## src/rtl/cpu_pkg.sv

```systemverilog
// cpu_pkg: shared widths, reset PC and phase encoding for the CPU core
package cpu_pkg;
  localparam int PC_W = 16;
  localparam int IR_W = 16;
  localparam int D_W = 8;
  localparam int REG_AW = 3;
  localparam int NREG = 1 << REG_AW;
  localparam logic [PC_W-1:0] RESET_PC = 16'h0000;
  typedef enum logic [2:0] {HALT, P0, P1, P2, P3} phase_t;
endpackage

```

## src/rtl/reg_file_8x8.sv

```systemverilog
// reg_file_8x8: 8x8 register file, two async read ports, one sync write port
module reg_file_8x8
  import cpu_pkg::*;
(
  input  logic              clk,
  input  logic              rst_n,
  input  logic              we,
  input  logic [REG_AW-1:0] waddr,
  input  logic [D_W-1:0]    wdata,
  input  logic [REG_AW-1:0] ra_sel,
  output logic [D_W-1:0]    ra,
  input  logic [REG_AW-1:0] rb_sel,
  output logic [D_W-1:0]    rb
);
  logic [D_W-1:0] mem [NREG];
  // clear every register on reset, otherwise commit the enabled write
  always_ff @(posedge clk or negedge rst_n)
    if (!rst_n) for (int i = 0; i < NREG; i++) mem[i] <= '0;
    else if (we) mem[waddr] <= wdata;
  assign ra = mem[ra_sel];
  assign rb = mem[rb_sel];
endmodule

```

## src/rtl/cpu_state_regs.sv

```systemverilog
// cpu_state_regs: phase sequencer, PC/IR fetch state and register file of the 8-bit CPU
module cpu_state_regs
  import cpu_pkg::*;
(
  input  logic              CLK,
  input  logic              RST_n,
  input  logic              RUN,
  output logic              CS0,
  output logic              CS1,
  output logic              CS2,
  output logic              CS3,
  output logic [PC_W-1:0]   IADDR,
  output logic              IRD,
  input  logic [IR_W-1:0]   IDATA,
  output logic [PC_W-1:0]   PC,
  output logic [IR_W-1:0]   IR,
  input  logic              PCupdate,
  input  logic [PC_W-1:0]   PCnew,
  input  logic              Rupdate,
  input  logic [REG_AW-1:0] Raddr,
  input  logic [D_W-1:0]    Rdata,
  input  logic [REG_AW-1:0] RA_sel,
  output logic [D_W-1:0]    RA,
  input  logic [REG_AW-1:0] RB_sel,
  output logic [D_W-1:0]    RB,
  output logic              HALTED
);
  phase_t state, nxt;
  logic [3:0] cs;
  logic [PC_W-1:0] pc;
  logic [IR_W-1:0] ir;
  // RUN only matters in HALT and P3, so an instruction always completes
  always_comb
    nxt = state == HALT ? (RUN ? P0 : HALT) :
          state == P0   ? P1 :
          state == P1   ? P2 :
          state == P2   ? P3 :
          (RUN ? P0 : HALT);
  // phase register with strobes and halt flag registered from the next phase
  always_ff @(posedge CLK or negedge RST_n)
    if (!RST_n) begin
      state  <= HALT;
      cs     <= '0;
      HALTED <= 1'b1;
    end else begin
      state  <= nxt;
      cs     <= {nxt == P3, nxt == P2, nxt == P1, nxt == P0};
      HALTED <= nxt == HALT;
    end
  // fetch at the end of P0; a write-back jump at the end of P3 replaces the increment
  always_ff @(posedge CLK or negedge RST_n)
    if (!RST_n) begin
      pc <= RESET_PC;
      ir <= '0;
    end else if (state == P0) begin
      pc <= pc + 16'd1;
      ir <= IDATA;
    end else if (state == P3 && PCupdate) pc <= PCnew;
  reg_file_8x8 u_rf (
    .clk(CLK), .rst_n(RST_n), .we(state == P3 && Rupdate),
    .waddr(Raddr), .wdata(Rdata),
    .ra_sel(RA_sel), .ra(RA), .rb_sel(RB_sel), .rb(RB)
  );
  assign {CS3, CS2, CS1, CS0} = cs;
  assign IRD   = cs[0];
  assign IADDR = pc;
  assign PC    = pc;
  assign IR    = ir;
endmodule

```

## config.mk

```make
export PLATFORM = sky130hd
export DESIGN_NAME = cpu_state_regs
export DESIGN_NICKNAME = d
export VERILOG_FILES = /design/src/rtl/cpu_pkg.sv /design/src/rtl/reg_file_8x8.sv /design/src/rtl/cpu_state_regs.sv
export SDC_FILE = /design/constraint.sdc
export NUM_CORES = 1
export LEC_CHECK = 0
export CORE_UTILIZATION = 24
export DETAILED_ROUTE_END_ITERATION = 7
export SETUP_SLACK_MARGIN = 0.05
export SYNTH_ARGS = -nofsm -noshare
export SYNTH_HDL_FRONTEND = slang
export SYNTH_HIERARCHICAL = 1
export SYNTH_SLANG_ARGS = --single-unit
```

## constraint.sdc

```tcl
create_clock -name CLK -period 2.55 [get_ports CLK]
set_input_delay 0.51 -clock CLK [delete_from_list [all_inputs] [get_ports CLK]]
set_output_delay 0.51 -clock CLK [all_outputs]
set_load 0.05 [all_outputs]
```

# After elaboration in Yosys (flattened, before gate mapping)

Cells that the tools add are included.
W data, S select, Z words.

Bitwise gates (word level): 3
Equal/unequal tests: 8
Magnitude comparators: 4
Reductions and logical operators: 6
Multiplexer cells: 16
$add $sub $neg: 1

Operators by type and width:

| cell                    | number |
|---|---|
| $bwmux W64              | 1 |
| $bmux W8 S3             | 2 |
| $mux W8                 | 5 |
| $mux W16                | 2 |
| $demux W8 S3            | 1 |
| $add A16 B1 Y16 const B | 1 |
| $eq A3 B2 Y1 const B    | 4 |
| $ge A4 B4 Y1 const B    | 3 |
| $mux W3                 | 4 |
| $not A3 Y4              | 3 |
| $eq A3 B1 Y1 const B    | 2 |
| $eq A3 B3 Y1 const B    | 2 |
| $logic_not A3 Y1        | 2 |
| $lt A4 B1 Y1 const B    | 1 |
| $logic_and A1 B1 Y1     | 3 |
| $reduce_bool A2 Y1      | 1 |
| $mux W1                 | 1 |

Bits in registers: 104

# Longest topological paths before layout

Word-level depth: 6
Gate-level depth with buffers: 8
Depth with buffers taken out: 5

# Cells and area by module

The synthesis kept the hierarchy.

Modules (own cells, without submodules):

| module         | cells each | area each (sq um) | instances |
|---|---|---|---|
| reg_file_8x8   | 201        | 3539.6            | 1 |
| cpu_state_regs | 211        | 1920.6            | 1 |

# Worst setup path after synthesis

No wires, ideal clock.

Path type: reg-to-reg
Start point: register pc[0] (netlist: IADDR[0])
End point: register pc[14] (netlist: IADDR[14])
Data required time: 2.463 ns
Stages on the path, launching flop included: 7
Library setup time: 0.087 ns
Arrival: 2.188 ns
Path buffers: 1
Slack: 0.276 ns
Period minus slack after synthesis: 2.274 ns
Cell sequence: dfrtp_1 -> ha_1 -> nand2_1 -> or4_1 -> clkbuf_2 -> or4_1 -> o211ai_1

Cells in the longest elaborated chain, start to end: 2

RTL lines:

| element                | RTL line             | RTL |
|---|---|---|
| from (decl)            | cpu_state_regs.sv:30 | `logic [PC_W-1:0] pc;` |
| from (signal assigned) | cpu_state_regs.sv:56 | `pc <= pc + 16'd1;` |
| from (signal assigned) | cpu_state_regs.sv:58 | `end else if (state == P3 && PCupdate) pc <= PCnew;` |
| $add A16 B1 Y16        | cpu_state_regs.sv:56 |  |
| $mux W16               | cpu_state_regs.sv:55 | `end else if (state == P0) begin` |

No other way between the ends.
A chain may end at the register's enable or synchronous reset.

# Worst setup path after layout

Start point: input RB_sel[0]
End point: output RB[0]

Cells in the longest elaborated chain, start to end: 4

RTL lines:

| element                                    | RTL line             | RTL |
|---|---|---|
| from (decl)                                | cpu_state_regs.sv:24 | `input logic [REG_AW-1:0] RB_sel,` |
| $not A3 Y4 (implied by the code)           | reg_file_8x8.sv:21   | `assign rb = mem[rb_sel];` |
| $bmux W8 S3                                | reg_file_8x8.sv:21   |  |
| $mux W8 (implied by the code) (2 in a row) | reg_file_8x8.sv:21   |  |
| to (decl)                                  | cpu_state_regs.sv:25 | `output logic [D_W-1:0] RB,` |

No other way between the ends. The select of a mux whose other input is x is not followed.

==> qor.yml <==
sta:
  max_slew_margin_pct: 61.9
  whs_ps: 141
  tightest_slew_ps: 571
  drv_slew: 0
  skew_ps: 13.6
  hold_viol: 0
  finalCritPeriodShare_pct: 95.4
  timing.fmax_mhz: 411
  min_period_ps: 2430
  rsz0062_at_grt: "no"
  setup_viol: 0
  setup_ws_ps: 116
worst_setup_path:
  critPathLaunchType: "input pin"
  worstSetupPathType: "input pin to primary output"
  cp_num_cells: 5
  crit_fanout: 8
  max_stage_delay_ps: 580
  crit_slowest_cell: "mux4_1"
  reg2reg_depth: 5
  cp_cell_sequence: "buf_2 -> buf_12 -> mux4_1 -> mux2_2 -> buf_4"
  arrival_ps: 1920
  critPathCaptureType: "primary output"
  crit_family: "multiplexers"
  critPathRequiredTime_ps: 2040
  path_buf_inv: 3
job:
  maxCapViolations: 0
power_and_ir_drop:
  p_seq_share_pct: 32.6
  power.switching_mw: 3.98
  p_int_mw: 4.83
  p_leak_nw: 3.40
  combPwrFrac_pct: 50.5
  pwr-share-clk_pct: 16.9
  power_mw: 8.81
  sw_frac_of_total_pct: 45.1
  ir_worst_vdd_mv: 0.814
  powerDensity_nw_per_um2: 1190
synthesis:
  synth_area_sq_um: 5460
  yosysSeqAreaShare_pct: 47.7
  synthTopCellsByArea: "dfrtp_1 47%, mux2_2 16%, mux4_1 14%"
  synth_commonest_cells: "103 x dfrtp_1, 80 x mux2_2, 69 x nand2_1"
  synth_edf_count: 0
  synth_most_common_cell: "dfrtp_1"
  async_flop_share_pct: 100
  synth_cell_types: 45
  synth_top_area_share_pct: 47.2
  ys_warn_count: 6
  synth_cells: 412
  ys_ff_latch: 104
  synthFlopType: "dfrtp_1"
  syn_area_per_cell_sq_um: 13.3
  yosysTopAreaCell: "dfrtp_1"
  synth_fp_nets: 467
placed_design:
  dp_hpwl_mm: 9.69
  dp_slack_ps: -258
  numPlacedInstances: 794
  port_buffers: 123
  gp_congestion: 0.801
cells_and_area:
  final_cells: 814
  fill_cells: 2118
  diodes: 0
  drive_gt1_share_pct: 27.9
  areaGrowthSynthToFinish_pct: 35.4
  final_core_util_pct: 33.5
  nets: 584
global_route:
  grt_max_degree: 64
  grt_pass1_wl_mm: 23.1
  grt_overflow: 0
  track_usage_pct: 12.9
  grt_pass1_vias: 4025
  antenna_found_initial: 0
clocking:
  post_cts_buffers: 0
  cts_tree: "yes"
  insertion_delay_ps: 350
  clkTransAtPathRegs_ps: 80
  cts_buffer_depth: 2
  cts.sinks: 104
  numCtsBuffers: 9
  root_buffer: "clkbuf_16"
  htree_num_levels: 3
detailed_routing:
  drc: 0
  vias: 3913
  wire_per_inst_um: 18.1
  drtIter0Drc: 146
  vias_per_cell: 4.81
  drt_first_pass_iters: 4
  drt-total-wl_mm: 14.7
  ant_nets: 0
die:
  coreArea_sq_um: 22100
  die-area_sq_um: 23400
  rows: 54
  die_w_um: 153
  start_util_pct: 24.7
  die_y_um: 153
  top_level_ports: 124
status:
  outcome: "completed"
worst_hold_path:
  min_path_type: "input pin to asynchronous set/reset pin"
==> metrics by stage <==
| step | instance area [sq um] | setup TNS [ps] |
|---|---|---|
| floorplan | 5460 | 0 |
| global placement | 6970 | -3190 |
| CTS | 7370 | 0 |
| detailed placement | 6970 | -3550 |
| global route | 7390 | 0 |
| finish | 7390 | 0 |
==> cell type report <==
type                            instances  area [sq um]  area share, %
Clock buffer                            9           225           3.05
Timing Repair Buffer                  149          1550           20.9
Sequential cell                       104          2600           35.2
Multi-Input combinational cell        262          2560           34.7
Tap cell                              280           350           4.74
Inverter                                3          11.3          0.152
Clock inverter                          7          93.8           1.27
==> what timing repair did <==
action / CTS / global route
setup endpoints to repair: 16 / 9
gates resized for setup: 11 / 2
hold endpoints to repair: 0 / 0
cloned: 3 / 1
pin swaps: 0 / 0
hold buffers: 0 / 0
==> registers in the layout (all words and copies together) (netlist names) <==
register and count:
HALTED 1, u_rf/mem 64, state 3, cs 4, IADDR 16, IR 16
==> cell usage in the layout (no fill, tap or decap), types with 2 or more instances in the layout <==
master / n
dfrtp_1: 103
clkdlybuf4s50_1: 102
mux2_2: 80
nand2_1: 69
buf_4: 32
mux4_1: 29
nor2_1: 10
nand3_1: 10
clkbuf_16: 10
o311ai_0: 7
buf_12: 7
nand4_1: 6
o211ai_1: 5
a21oi_1: 4
or4_1: 4
inv_1: 3
and3_1: 3
a31oi_1: 3
mux4_2: 3
nor4bb_1: 3
nand4b_1: 3
o21ai_0: 2
a221o_1: 2
inv_8: 2
buf_16: 2
buf_2: 2
==> metal layers <==
metal  global-route usage (%)  wire length [um]
met1                     16.1              6400
met2                     22.4              7370
met3                     2.89               689
met4                     3.75               235
met5                        0                 0
==> logic make-up after synthesis <==
group                      share of synthesized area [%]
and+or+nand+nor                                     10.4
xor gates and xnor gates                           0.160
DFF                                                 47.7
AOI/OAI and AO/OA                                   4.15
adders and majority gates                          0.229
buffers and inverters                               5.48
muxes                                               31.9
==> worst reg2reg max path, cell delays in order (launching register included) <==
cell      delay [ps]
dfrtp_1          460
or3b_1           440
or4_1            540
buf_4            180
o311ai_0         360
nand2_1          100
==> final timing paths <==
kind,startpoint,slack [ps],to
min in group CLK,IR[4],480,IR[4]
min,RST_n,140,IADDR[9]
max,RB_sel[0],120,RB[0]
min reg2reg,IR[4],480,IR[4]
max reg2reg,state[1],350,IADDR[12]
max in group asynchronous,RST_n,1650,u_rf/mem[57]
==> power groups by stage <==
stage / clock, mW / sequential (mW) / combinational [mW]
2_1_floorplan: 0 / 3.67 / 2.31
3_3_place_gp: 0 / 2.85 / 4.39
3_5_place_dp: 0 / 2.90 / 4.46
4_1_cts: 1.55 / 2.88 / 4.49
5_1_grt: 1.62 / 2.99 / 4.70
6_report: 1.49 / 2.87 / 4.45
Note: power is estimated with default switching activity, not from simulation.
